==> src/rtl/serial_pattern_tx.sv <==
// Serial bit-pattern transmitter: sends pattern[len-1..0] MSB first with optional repeats and gaps.
// Define SPT_PARITY_EN to append one even-parity bit after each repetition.
module serial_pattern_tx #(
   parameter int unsigned PAT_W = 8,
   parameter int unsigned LEN_W = 4,
   parameter int unsigned REP_W = 4,
   parameter int unsigned GAP_W = 4
) (
   input  logic             clock,
   input  logic             reset,
   input  logic             start,
   input  logic             abort,
   input  logic [PAT_W-1:0] pattern,
   input  logic [LEN_W-1:0] pat_len,
   input  logic [REP_W-1:0] rep_cnt,
   input  logic [GAP_W-1:0] gap_len,
   output logic             dataout,
   output logic             valid,
   output logic             busy,
   output logic             done
);

`ifdef SPT_PARITY_EN
   typedef enum logic [2:0] {IDLE, SEND, GAP, DONE, PARITY} state_t;
`else
   typedef enum logic [2:0] {IDLE, SEND, GAP, DONE} state_t;
`endif

   state_t           state;
   logic [PAT_W-1:0] sh_pat;
   logic [LEN_W-1:0] sh_len;
   logic [REP_W-1:0] sh_rep;
   logic [GAP_W-1:0] sh_gap;
   logic [LEN_W-1:0] idx;
   logic [GAP_W-1:0] gcnt;

   logic [LEN_W-1:0] eff_len_c;
   logic             rep_end_c;
   logic             first_bit_c;
   logic             restart_bit_c;
   logic             next_bit_c;

   // Variable bit select without an over-wide index
   function automatic logic pat_bit(input logic [PAT_W-1:0] p, input logic [LEN_W-1:0] i);
      logic b;
      b = 1'b0;
      for (int k = 0; k < int'(PAT_W); k++)
         if (i == LEN_W'(k)) b = p[k];
      return b;
   endfunction

   assign eff_len_c     = (pat_len > LEN_W'(PAT_W)) ? LEN_W'(PAT_W) : pat_len;
   assign first_bit_c   = pat_bit(pattern, eff_len_c - LEN_W'(1));
   assign restart_bit_c = pat_bit(sh_pat, sh_len - LEN_W'(1));
   assign next_bit_c    = pat_bit(sh_pat, idx - LEN_W'(1));

`ifdef SPT_PARITY_EN
   logic sh_par;
   logic par_c;

   always_comb begin
      par_c = 1'b0;
      for (int k = 0; k < int'(PAT_W); k++)
         if (LEN_W'(k) < eff_len_c) par_c = par_c ^ pattern[k];
   end

   assign rep_end_c = (state == PARITY);
`else
   assign rep_end_c = (state == SEND) && (idx == '0);
`endif

   // Outputs are registered alongside the state they describe
   always_ff @(posedge clock or negedge reset) begin
      if (!reset) begin
         state   <= IDLE;
         sh_pat  <= '0;
         sh_len  <= '0;
         sh_rep  <= '0;
         sh_gap  <= '0;
         idx     <= '0;
         gcnt    <= '0;
`ifdef SPT_PARITY_EN
         sh_par  <= 1'b0;
`endif
         dataout <= 1'b0;
         valid   <= 1'b0;
         busy    <= 1'b0;
         done    <= 1'b0;
      end else if (abort && (state != IDLE)) begin
         state   <= IDLE;
         dataout <= 1'b0;
         valid   <= 1'b0;
         busy    <= 1'b0;
         done    <= 1'b0;
      end else if (rep_end_c) begin
         if (sh_rep != '0) begin
            sh_rep <= sh_rep - REP_W'(1);
            if (sh_gap != '0) begin
               state   <= GAP;
               gcnt    <= sh_gap - GAP_W'(1);
               dataout <= 1'b0;
               valid   <= 1'b0;
            end else begin
               state   <= SEND;
               idx     <= sh_len - LEN_W'(1);
               dataout <= restart_bit_c;
               valid   <= 1'b1;
            end
         end else begin
            state   <= DONE;
            dataout <= 1'b0;
            valid   <= 1'b0;
            done    <= 1'b1;
         end
      end else begin
         case (state)
            IDLE: begin
               if (start && (pat_len != '0)) begin
                  state   <= SEND;
                  sh_pat  <= pattern;
                  sh_len  <= eff_len_c;
                  sh_rep  <= rep_cnt;
                  sh_gap  <= gap_len;
`ifdef SPT_PARITY_EN
                  sh_par  <= par_c;
`endif
                  idx     <= eff_len_c - LEN_W'(1);
                  dataout <= first_bit_c;
                  valid   <= 1'b1;
                  busy    <= 1'b1;
               end
            end
            SEND: begin
`ifdef SPT_PARITY_EN
               if (idx == '0) begin
                  state   <= PARITY;
                  dataout <= sh_par;
               end else
`endif
               begin
                  idx     <= idx - LEN_W'(1);
                  dataout <= next_bit_c;
               end
            end
            GAP: begin
               if (gcnt == '0) begin
                  state   <= SEND;
                  idx     <= sh_len - LEN_W'(1);
                  dataout <= restart_bit_c;
                  valid   <= 1'b1;
               end else begin
                  gcnt <= gcnt - GAP_W'(1);
               end
            end
            DONE: begin
               state <= IDLE;
               done  <= 1'b0;
               busy  <= 1'b0;
            end
            default: begin
               state   <= IDLE;
               dataout <= 1'b0;
               valid   <= 1'b0;
               busy    <= 1'b0;
               done    <= 1'b0;
            end
         endcase
      end
   end

endmodule

==> config.mk <==
export PLATFORM = sky130hd
export DESIGN_NAME = serial_pattern_tx
export DESIGN_NICKNAME = d
export VERILOG_FILES = /design/src/rtl/serial_pattern_tx.sv
export SDC_FILE = /design/constraint.sdc
export NUM_CORES = 1
export LEC_CHECK = 0
export ABC_AREA = 1
export BUFFER_PORTS_ARGS = -buffer_cell sky130_fd_sc_hd__buf_4
export CELL_PAD_IN_SITES_DETAIL_PLACEMENT = 1
export CELL_PAD_IN_SITES_GLOBAL_PLACEMENT = 1
export CORE_UTILIZATION = 35
export CTS_CLUSTER_SIZE = 10
export DETAILED_ROUTE_END_ITERATION = 10
export GPL_ROUTABILITY_DRIVEN = 0
export PLACE_DENSITY = 0.68
export SYNTH_ARGS = -nofsm -noshare
export SYNTH_HDL_FRONTEND = slang
export SYNTH_SLANG_ARGS = --single-unit
==> constraint.sdc <==
create_clock -name clock -period 3.7 [get_ports clock]
set_clock_uncertainty 0.15 [all_clocks]
set_input_delay 0.37 -clock clock [delete_from_list [all_inputs] [get_ports clock]]
set_output_delay 0.37 -clock clock [all_outputs]
set_load 0.01 [all_outputs]
==> qor.log, run 1 <==
[status] outcome completed
[power_and_ir_drop] power per cell area 823 mW/mm2
[grt] number of global-route vias before repair 2306
[grt] largest net degree at the start of global routing 35
[placement] dpl hpwl 5120 um
[sta] slew at the pin with the worst max-slew slack 0.468 ns
[final_layout] Area Overhead vs Synth 15.3%
[routing] vias per cell 4.71
[setup_path] Reg2Reg Capture Point sh_rep[1]$_DFFE_PN0P_
[logic_synthesis] commonest register cell after synthesis sky130_fd_sc_hd__dfrtp_1
[min_path] type of the worst min-delay path in -> reg
[final_layout] most frequent cells in the layout 112 x sky130_fd_sc_hd__nand2_1, 61 x sky130_fd_sc_hd__inv_1, 35 x sky130_fd_sc_hd__o21ai_0
[die] area enclosed by the die boundary 0.00735 mm2
[die] width of the chip 85.7 um
[sta] Hold Violations, Final 0
[grt] GRT Total Usage 19.3%
[job] Maximum Capacitance Violations 0
[grt] number of antenna violations at the first check in global routing 0
[sta] final-report max-slew violation count 0
[die] Core Rows 30
[setup_path] number of cells on the worst reg-to-reg path 10
[sta] final worst-path cycle share 68.6%
[routing] Iter 0 DRT Violations 86
[final_layout] number of diodes added for antenna fixing 0
[setup_path] Worst R2R Setup Slack 1.16 ns
[logic_synthesis] number of enable-type register cells in the synthesized netlist 0
[clocking] TritonCTS clock tree built
[clocking] level count of the clock H-tree 2
[setup_path] type of origin of the critical path flop
[sta] setup repair after global routing missed its margin false
[setup_path] critical path class reg -> reg
[final_layout] final cell count without fillers 474
[sta] number of setup violations in the final report 0
[power_and_ir_drop] Leakage 1.49 nW
[routing] post-DR wirelength/cell 13.6 um
[routing] residual DRC count 0
[setup_path] FF-to-FF Start state[1]$_DFFE_PN0P_
[grt] total global routing overflow 0
[routing] antenna-violating nets left 0
[setup_path] CP Data Required Time 3.76 ns
[setup_path] Buf+Inv Stages, Crit Path 3
[placement] input/output buffers 27
[final_layout] fraction of layout instances using a drive strength above 1 12.7%
[sta] maximum clock rate 0.394 GHz
[die] starting utilization of the core area 36.1%
[clocking] clock sink total 34
[logic_synthesis] count of distinct cell types in the synthesized netlist 30
[min_path] Cells on Worst Hold Path 3
[setup_path] crit-path max cell delay 0.41 ns
[grt] global-route wire length before repair 11100 um
[clocking] Clk Latency, worst-skew pair 0.29 ns
[setup_path] series of cell instances along the critical path inv_1, ha_1, nand4_4, inv_2, nand2_1, nor2_1, o21ai_0, inv_1, o211ai_1, o21ai_0
[logic_synthesis] synthesized instance count 350
[sta] setup_tns 0 ns
[die] y dimension of the die 85.7 um
[setup_path] standard cell with the maximum stage delay on the critical path sky130_fd_sc_hd__dfrtp_1
[final_layout] count of fill cells added during filler insertion 861
[min_path] Worst Min Path Start gap_len[3]
[sta] Hold Worst Slack 0.147 ns
[logic_synthesis] proportion of synthesized flip-flops having asynchronous set or reset 100%
[logic_synthesis] mean area per synthesized cell 7.01 um2
[setup_path] critical path data arrival time 2.60 ns
[placement] Placed Cells 467
[setup_path] Critical Path Fanout Max 24
[logic_synthesis] sequential share of the synthesized area 34.7%
[sta] Max transition margin 68.8%
[final_layout] most common cell after layout, fill and taps aside sky130_fd_sc_hd__nand2_1
[logic_synthesis] Synth Cell Area 0.00245 mm2
[clocking] TritonCTS Buffers 5
[routing] via count 2233
[final_layout] number of nets in the finished design 421
[logic_synthesis] flop and latch count out of synthesis 34
[power_and_ir_drop] Worst VDD drop 0.281 mV
[logic_synthesis] Yosys warning total 0
[min_path] Endpoint, Worst Hold sh_gap[3]$_DFFE_PN0P_
[die] placeable core region 0.00679 mm2
[setup_path] type of element capturing the critical path flop
[routing] detailed-routing iteration count for the pre-antenna-repair pass 4
[clocking] Clock Pin Slew Worst Setup and Hold Paths 0.08 ns
[sta] time the final worst path needs with I/O delays and setup 2.54 ns
[clocking] clock tree buffer depth 2
[clocking] root buf cell sky130_fd_sc_hd__clkbuf_8
[die] top-level port count 28
[setup_path] cell type group with the largest total delay on the critical path simple AND/OR/NAND/NOR gates
[routing] routed wire length 6460 um
[logic_synthesis] Post-Synthesis Net Count 392
-- worst max path at each step --
stage | startpoint | end | slack (ns) | cells past startpoint
4_1_cts | idx[0]$_DFFE_PN0P_ | sh_rep[1]$_DFFE_PN0P_ | 1.12 | 10
3_3_place_gp | idx[0]$_DFFE_PN0P_ | sh_rep[3]$_DFFE_PN0P_ | 1.28 | 10
2_1_floorplan | state[1]$_DFFE_PN0P_ | gcnt[2]$_DFFE_PN0P_ | 1.85 | 10
3_5_place_dp | idx[0]$_DFFE_PN0P_ | gcnt[3]$_DFFE_PN0P_ | 1.14 | 11
6_report | state[1]$_DFFE_PN0P_ | sh_rep[1]$_DFFE_PN0P_ | 1.16 | 10
5_1_grt | idx[0]$_DFFE_PN0P_ | sh_rep[3]$_DFFE_PN0P_ | 0.80 | 10
-- sequential cells by signal (all words and copies together) (netlist names) --
signal,count
valid,1
sh_rep,4
done,1
gcnt,4
sh_len,4
state,2
dataout,1
sh_pat,8
busy,1
idx,4
sh_gap,4
-- per-layer routing --
| layer | vias to the layer above | GRT usage, % | share of wire [%] |
|---|---|---|---|
| met5 | - | 0 | 0 |
| met2 | 23 | 32.4 | 46 |
| met3 | 5 | 2.89 | 1.9 |
| met1 | 1043 | 26.6 | 51 |
| met4 | 0 | 3.64 | 0.74 |
| li1 | 1162 | - | - |
-- Yosys cell counts, types with 2 or more instances --
cell	n	area (um2)
sky130_fd_sc_hd__a21oi_1	5	25.0
sky130_fd_sc_hd__a31oi_1	4	25.0
sky130_fd_sc_hd__buf_2	2	10.0
sky130_fd_sc_hd__buf_6	2	22.5
sky130_fd_sc_hd__clkbuf_1	2	7.51
sky130_fd_sc_hd__dfrtp_1	34	851
sky130_fd_sc_hd__ha_1	18	225
sky130_fd_sc_hd__inv_1	61	229
sky130_fd_sc_hd__inv_2	3	11.3
sky130_fd_sc_hd__nand2_1	112	420
sky130_fd_sc_hd__nand2_2	3	18.8
sky130_fd_sc_hd__nand3_1	15	75.1
sky130_fd_sc_hd__nand4_1	4	25.0
sky130_fd_sc_hd__nand4_4	2	42.5
sky130_fd_sc_hd__nor2_1	20	75.1
sky130_fd_sc_hd__nor3_1	3	15.0
sky130_fd_sc_hd__o211ai_1	3	22.5
sky130_fd_sc_hd__o21ai_0	35	175
sky130_fd_sc_hd__o21ai_1	6	30.0
sky130_fd_sc_hd__o21ai_2	2	17.5
sky130_fd_sc_hd__o22ai_1	3	18.8
sky130_fd_sc_hd__xor2_1	3	26.3
-- cell families after synthesis --
group,share of synthesized area [%]
simple gates,28.6
buf+inv,11.7
compound gates,14.4
flops,34.7
fa+ha+maj,9.18
xor+xnor,1.43
-- through the flow --
stage / util [%] / instance area (um2) / setup WS, ns / total power [W]
global placement: 40.3 / 2740 / 1.28 / 0.00203
CTS: 41.6 / 2830 / 1.12 / 0.00235
detailed placement: 40.3 / 2740 / 1.14 / 0.00205
finish: 41.6 / 2830 / 1.16 / 0.00233
global route: 41.6 / 2830 / 0.799 / 0.00259
floorplan: - / 2450 / 1.85 / 0.00169
-- worst register-to-register path, delay by kind of cell, from the launching register on --
family	cells	cell delay, ns
AO/OA/AOI/OAI	3	0.31
buffers and inverters	3	0.63
flip-flops	1	0.41
AND/OR/NAND/NOR	3	0.65
adder cells (fa/ha/maj)	1	0.31
-- area by class of cell --
type                    count  area [um2]  area share (%)
multi-input cells         245        1310            46.5
inverters                  64         240            8.50
well taps                  96         120            4.25
clock buffers               6        82.6            2.92
repair buffers             29         220            7.79
flip-flops and latches     34         851            30.1
-- timing repair --
item | in CTS | in global routing
hold endpoints to repair | 34 | 0
gates resized for setup | 0 | 0
hold buffers | 1 | 0
buffers inserted | 0 | 0
-- power by group --
group	leakage, nW	total [W]	switching, W	internal [W]
Combinational	1.02	0.00136	0.000884	0.000479
Clock	0.0431	0.000284	0.000140	0.000144
Sequential	0.422	0.000681	0.000128	0.000553
Note: power is estimated with default switching activity, not from simulation.
==> inputs of run 2 (changes only) <==
==> constraint.sdc (replaced) <==
create_clock -name clock -period 2.64 [get_ports clock]
set_clock_uncertainty 0.15 [all_clocks]
set_input_delay 0.264 -clock clock [delete_from_list [all_inputs] [get_ports clock]]
set_output_delay 0.264 -clock clock [all_outputs]
set_load 0.01 [all_outputs]
==> run 2 against run 1 <==
  * Worst hold slack got worse by 0.12 ns
  * Wire length rose by 3.5%
  * Sequential power rose by 40%
  * Sequential share of layout area fell by 0.43 points
  * Clock power rose by 45%
  * Register-to-register slack got worse by 0.81 ns
  * Global-route usage rose by 1.3 points
  * Count of clock-buffer cells in the layout rose by 1
  * Die area did not move
  * Cell count rose by 1.3%
  * Flip-flop and latch count did not move
==> qor.log, run 2 (synthesis gave the netlist of run 1 again) <==
[grt] number of global-route vias before repair 2372 [+2.9%]
[die] area enclosed by the die boundary 0.00735 mm2 [unchanged]
[clocking] Clock Pin Slew Worst Setup and Hold Paths 0.08 ns [about the same]
[setup_path] type of element capturing the critical path flop
[sta] Max transition margin 68.2% [-0.59 points]
[grt] global-route wire length before repair 11600 um [+4.7%]
[final_layout] footprint of the multi-input gates 0.00131 mm2 [unchanged]
[final_layout] Area Overhead vs Synth 17.0%
[grt] number of antenna violations at the first check in global routing 0 [unchanged]
[sta] number of setup violations in the final report 0 [unchanged]
[placement] input/output buffers 27 [unchanged]
[routing] Iter 0 DRT Violations 57 [-34%]
[clocking] clock sink total 34 [unchanged]
[clocking] TritonCTS Buffers 5 [unchanged]
[sta] slew at the pin with the worst max-slew slack 0.477 ns [+0.00892 ns]
[final_layout] flip-flop count of the largest register, all copies and words added 8 [unchanged]
[die] placeable core region 0.00679 mm2 [unchanged]
[final_layout] most common cell after layout, fill and taps aside sky130_fd_sc_hd__nand2_1
[final_layout] fraction of layout instances using a drive strength above 1 13.8% [+1.1 points]
[sta] time the final worst path needs with I/O delays and setup 2.29 ns [-0.245 ns]
[power_and_ir_drop] power per cell area 1160 mW/mm2 [+41%]
[die] top-level port count 28 [unchanged]
[routing] via count 2244 [+0.49%]
[routing] routed wire length 6680 um [+3.5%]
[routing] detailed-routing iteration count for the pre-antenna-repair pass 4 [unchanged]
[die] width of the chip 85.7 um [unchanged]
[grt] largest net degree at the start of global routing 35 [unchanged]
[min_path] type of the worst min-delay path in -> reg
[final_layout] sequential cell area 851 um2 [unchanged]
[sta] final worst-path cycle share 86.8% [+18 points]
[sta] setup repair after global routing missed its margin false
[setup_path] Critical Path Fanout Max 9 [-63%]
[routing] vias per cell 4.68 [-0.76%]
[sta] Hold Worst Slack 0.0234 ns [-0.124 ns]
[setup_path] CP Data Required Time 2.67 ns [-1.09 ns]
[sta] setup_tns 0 ns [unchanged]
[job] Maximum Capacitance Violations 0 [unchanged]
[routing] residual DRC count 0 [unchanged]
[setup_path] type of origin of the critical path flop
[sta] maximum clock rate 0.436 GHz [+11%]
[setup_path] critical path class reg -> reg
[sta] final-report max-slew violation count 0 [unchanged]
[status] outcome completed
[power_and_ir_drop] Leakage 1.51 nW [+1.5%]
[die] Core Rows 30 [unchanged]
[clocking] Clk Latency, worst-skew pair 0.29 ns [about the same]
[final_layout] number of nets in the finished design 425 [+0.95%]
[sta] Hold Violations, Final 0 [unchanged]
[sta] minimum setup slack in the final design 0.348 ns [-0.815 ns]
[final_layout] most frequent cells in the layout 112 x sky130_fd_sc_hd__nand2_1, 61 x sky130_fd_sc_hd__inv_1, 35 x sky130_fd_sc_hd__o21ai_0
[routing] antenna-violating nets left 0 [unchanged]
[placement] dpl hpwl 5320 um [+3.9%]
[die] y dimension of the die 85.7 um [unchanged]
[final_layout] register containing the most flip-flops in the final layout sh_pat
[final_layout] number of diodes added for antenna fixing 0 [unchanged]
[grt] total global routing overflow 0 [unchanged]
[clocking] clock tree buffer depth 2 [unchanged]
[routing] post-DR wirelength/cell 13.9 um [+2.2%]
[final_layout] count of fill cells added during filler insertion 876 [+1.7%]
[grt] GRT Total Usage 20.6% [+1.3 points]
[clocking] TritonCTS clock tree built
[clocking] root buf cell sky130_fd_sc_hd__clkbuf_8
[clocking] level count of the clock H-tree 2 [unchanged]
[power_and_ir_drop] Worst VDD drop 0.452 mV [+61%]
[setup_path] critical path data arrival time 2.32 ns [-0.28 ns]
[placement] placement-stage worst setup slack 0.212 ns [-0.925 ns]
[die] starting utilization of the core area 36.1% [unchanged]
==> run 2: changes by cell type in the layout (fill, tap and decap cells not counted), sizes merged <==
cell	previous run	this run
clkbuf	6	7
clkinv	0	1
buf	28	32
==> run 2: repair_timing <==
| item | in CTS | in global routing |
|---|---|---|
| buffers inserted | 0 | 2 |
| hold endpoints to repair | 34 | 0 |
| endpoints found under the setup margin | 0 | 5 |
| resized for setup | 0 | 1 |
| hold buffers | 1 | 0 |
==> run 2: final timing paths <==
path                               startpoint                    end  slack (ns)  cells past startpoint
max                        idx[0]$_DFFE_PN0P_      valid$_DFFE_PN0P_        0.35                     11
min                                gap_len[2]  sh_gap[2]$_DFFE_PN0P_        0.02                      3
max reg2reg                idx[0]$_DFFE_PN0P_      valid$_DFFE_PN0P_        0.35                     11
min reg2reg                 valid$_DFFE_PN0P_      valid$_DFFE_PN0P_        0.35                      2
max in group asynchronous               reset  sh_rep[3]$_DFFE_PN0P_        1.68                      2
min in group asynchronous               reset       done$_DFFE_PN0P_        0.32                      2
==> run 2: layer usage <==
metal / vias up / global-route usage [%] / routed length, um
met1: 1047 / 27.8 / 3380
met5: - / 0 / 0
met4: 0 / 7.27 / 115
li1: 1165 / - / -
met2: 25 / 33.3 / 3040
met3: 7 / 3.46 / 143
==> run 2: worst max-delay path, stage by stage, from the launching register on <==
cell and delay, ns:
sky130_fd_sc_hd__dfrtp_1 0.43, sky130_fd_sc_hd__inv_1 0.14, sky130_fd_sc_hd__ha_1 0.29, sky130_fd_sc_hd__nand4_4 0.17, sky130_fd_sc_hd__buf_4 0.18, sky130_fd_sc_hd__buf_4 0.17
sky130_fd_sc_hd__nand2_1 0.09, sky130_fd_sc_hd__inv_1 0.08, sky130_fd_sc_hd__a22oi_2 0.26, sky130_fd_sc_hd__nand2_1 0.10, sky130_fd_sc_hd__nand2_1 0.07, sky130_fd_sc_hd__o21ai_1 0.05
==> run 2: report_power, final <==
part | switching [W] | internal (W)
clock network | 0.000202 | 0.000211
logic | 0.00127 | 0.000694
registers | 0.000182 | 0.000775
total | 0.00165 | 0.00168
==> run 2: area by class of cell <==
class                      count  share of cell area [%]
clock buffer                   7                    3.01
clock inverter                 1                   0.174
inverter                      64                    8.46
multi-input combinational    245                    45.8
sequential                    34                    29.7
tap                           96                    4.19
timing repair buffer          33                    8.72
==> run 2: metrics by stage <==
stage	cells	instance area [um2]	utilization, %	power [W]
2_1_floorplan	350	2450	-	0.00236
3_3_place_gp	469	2750	40.5	0.00286
3_5_place_dp	469	2750	40.5	0.00292
4_1_cts	478	2850	42.0	0.00335
5_1_grt	480	2870	42.2	0.00370
6_report	480	2870	42.2	0.00333
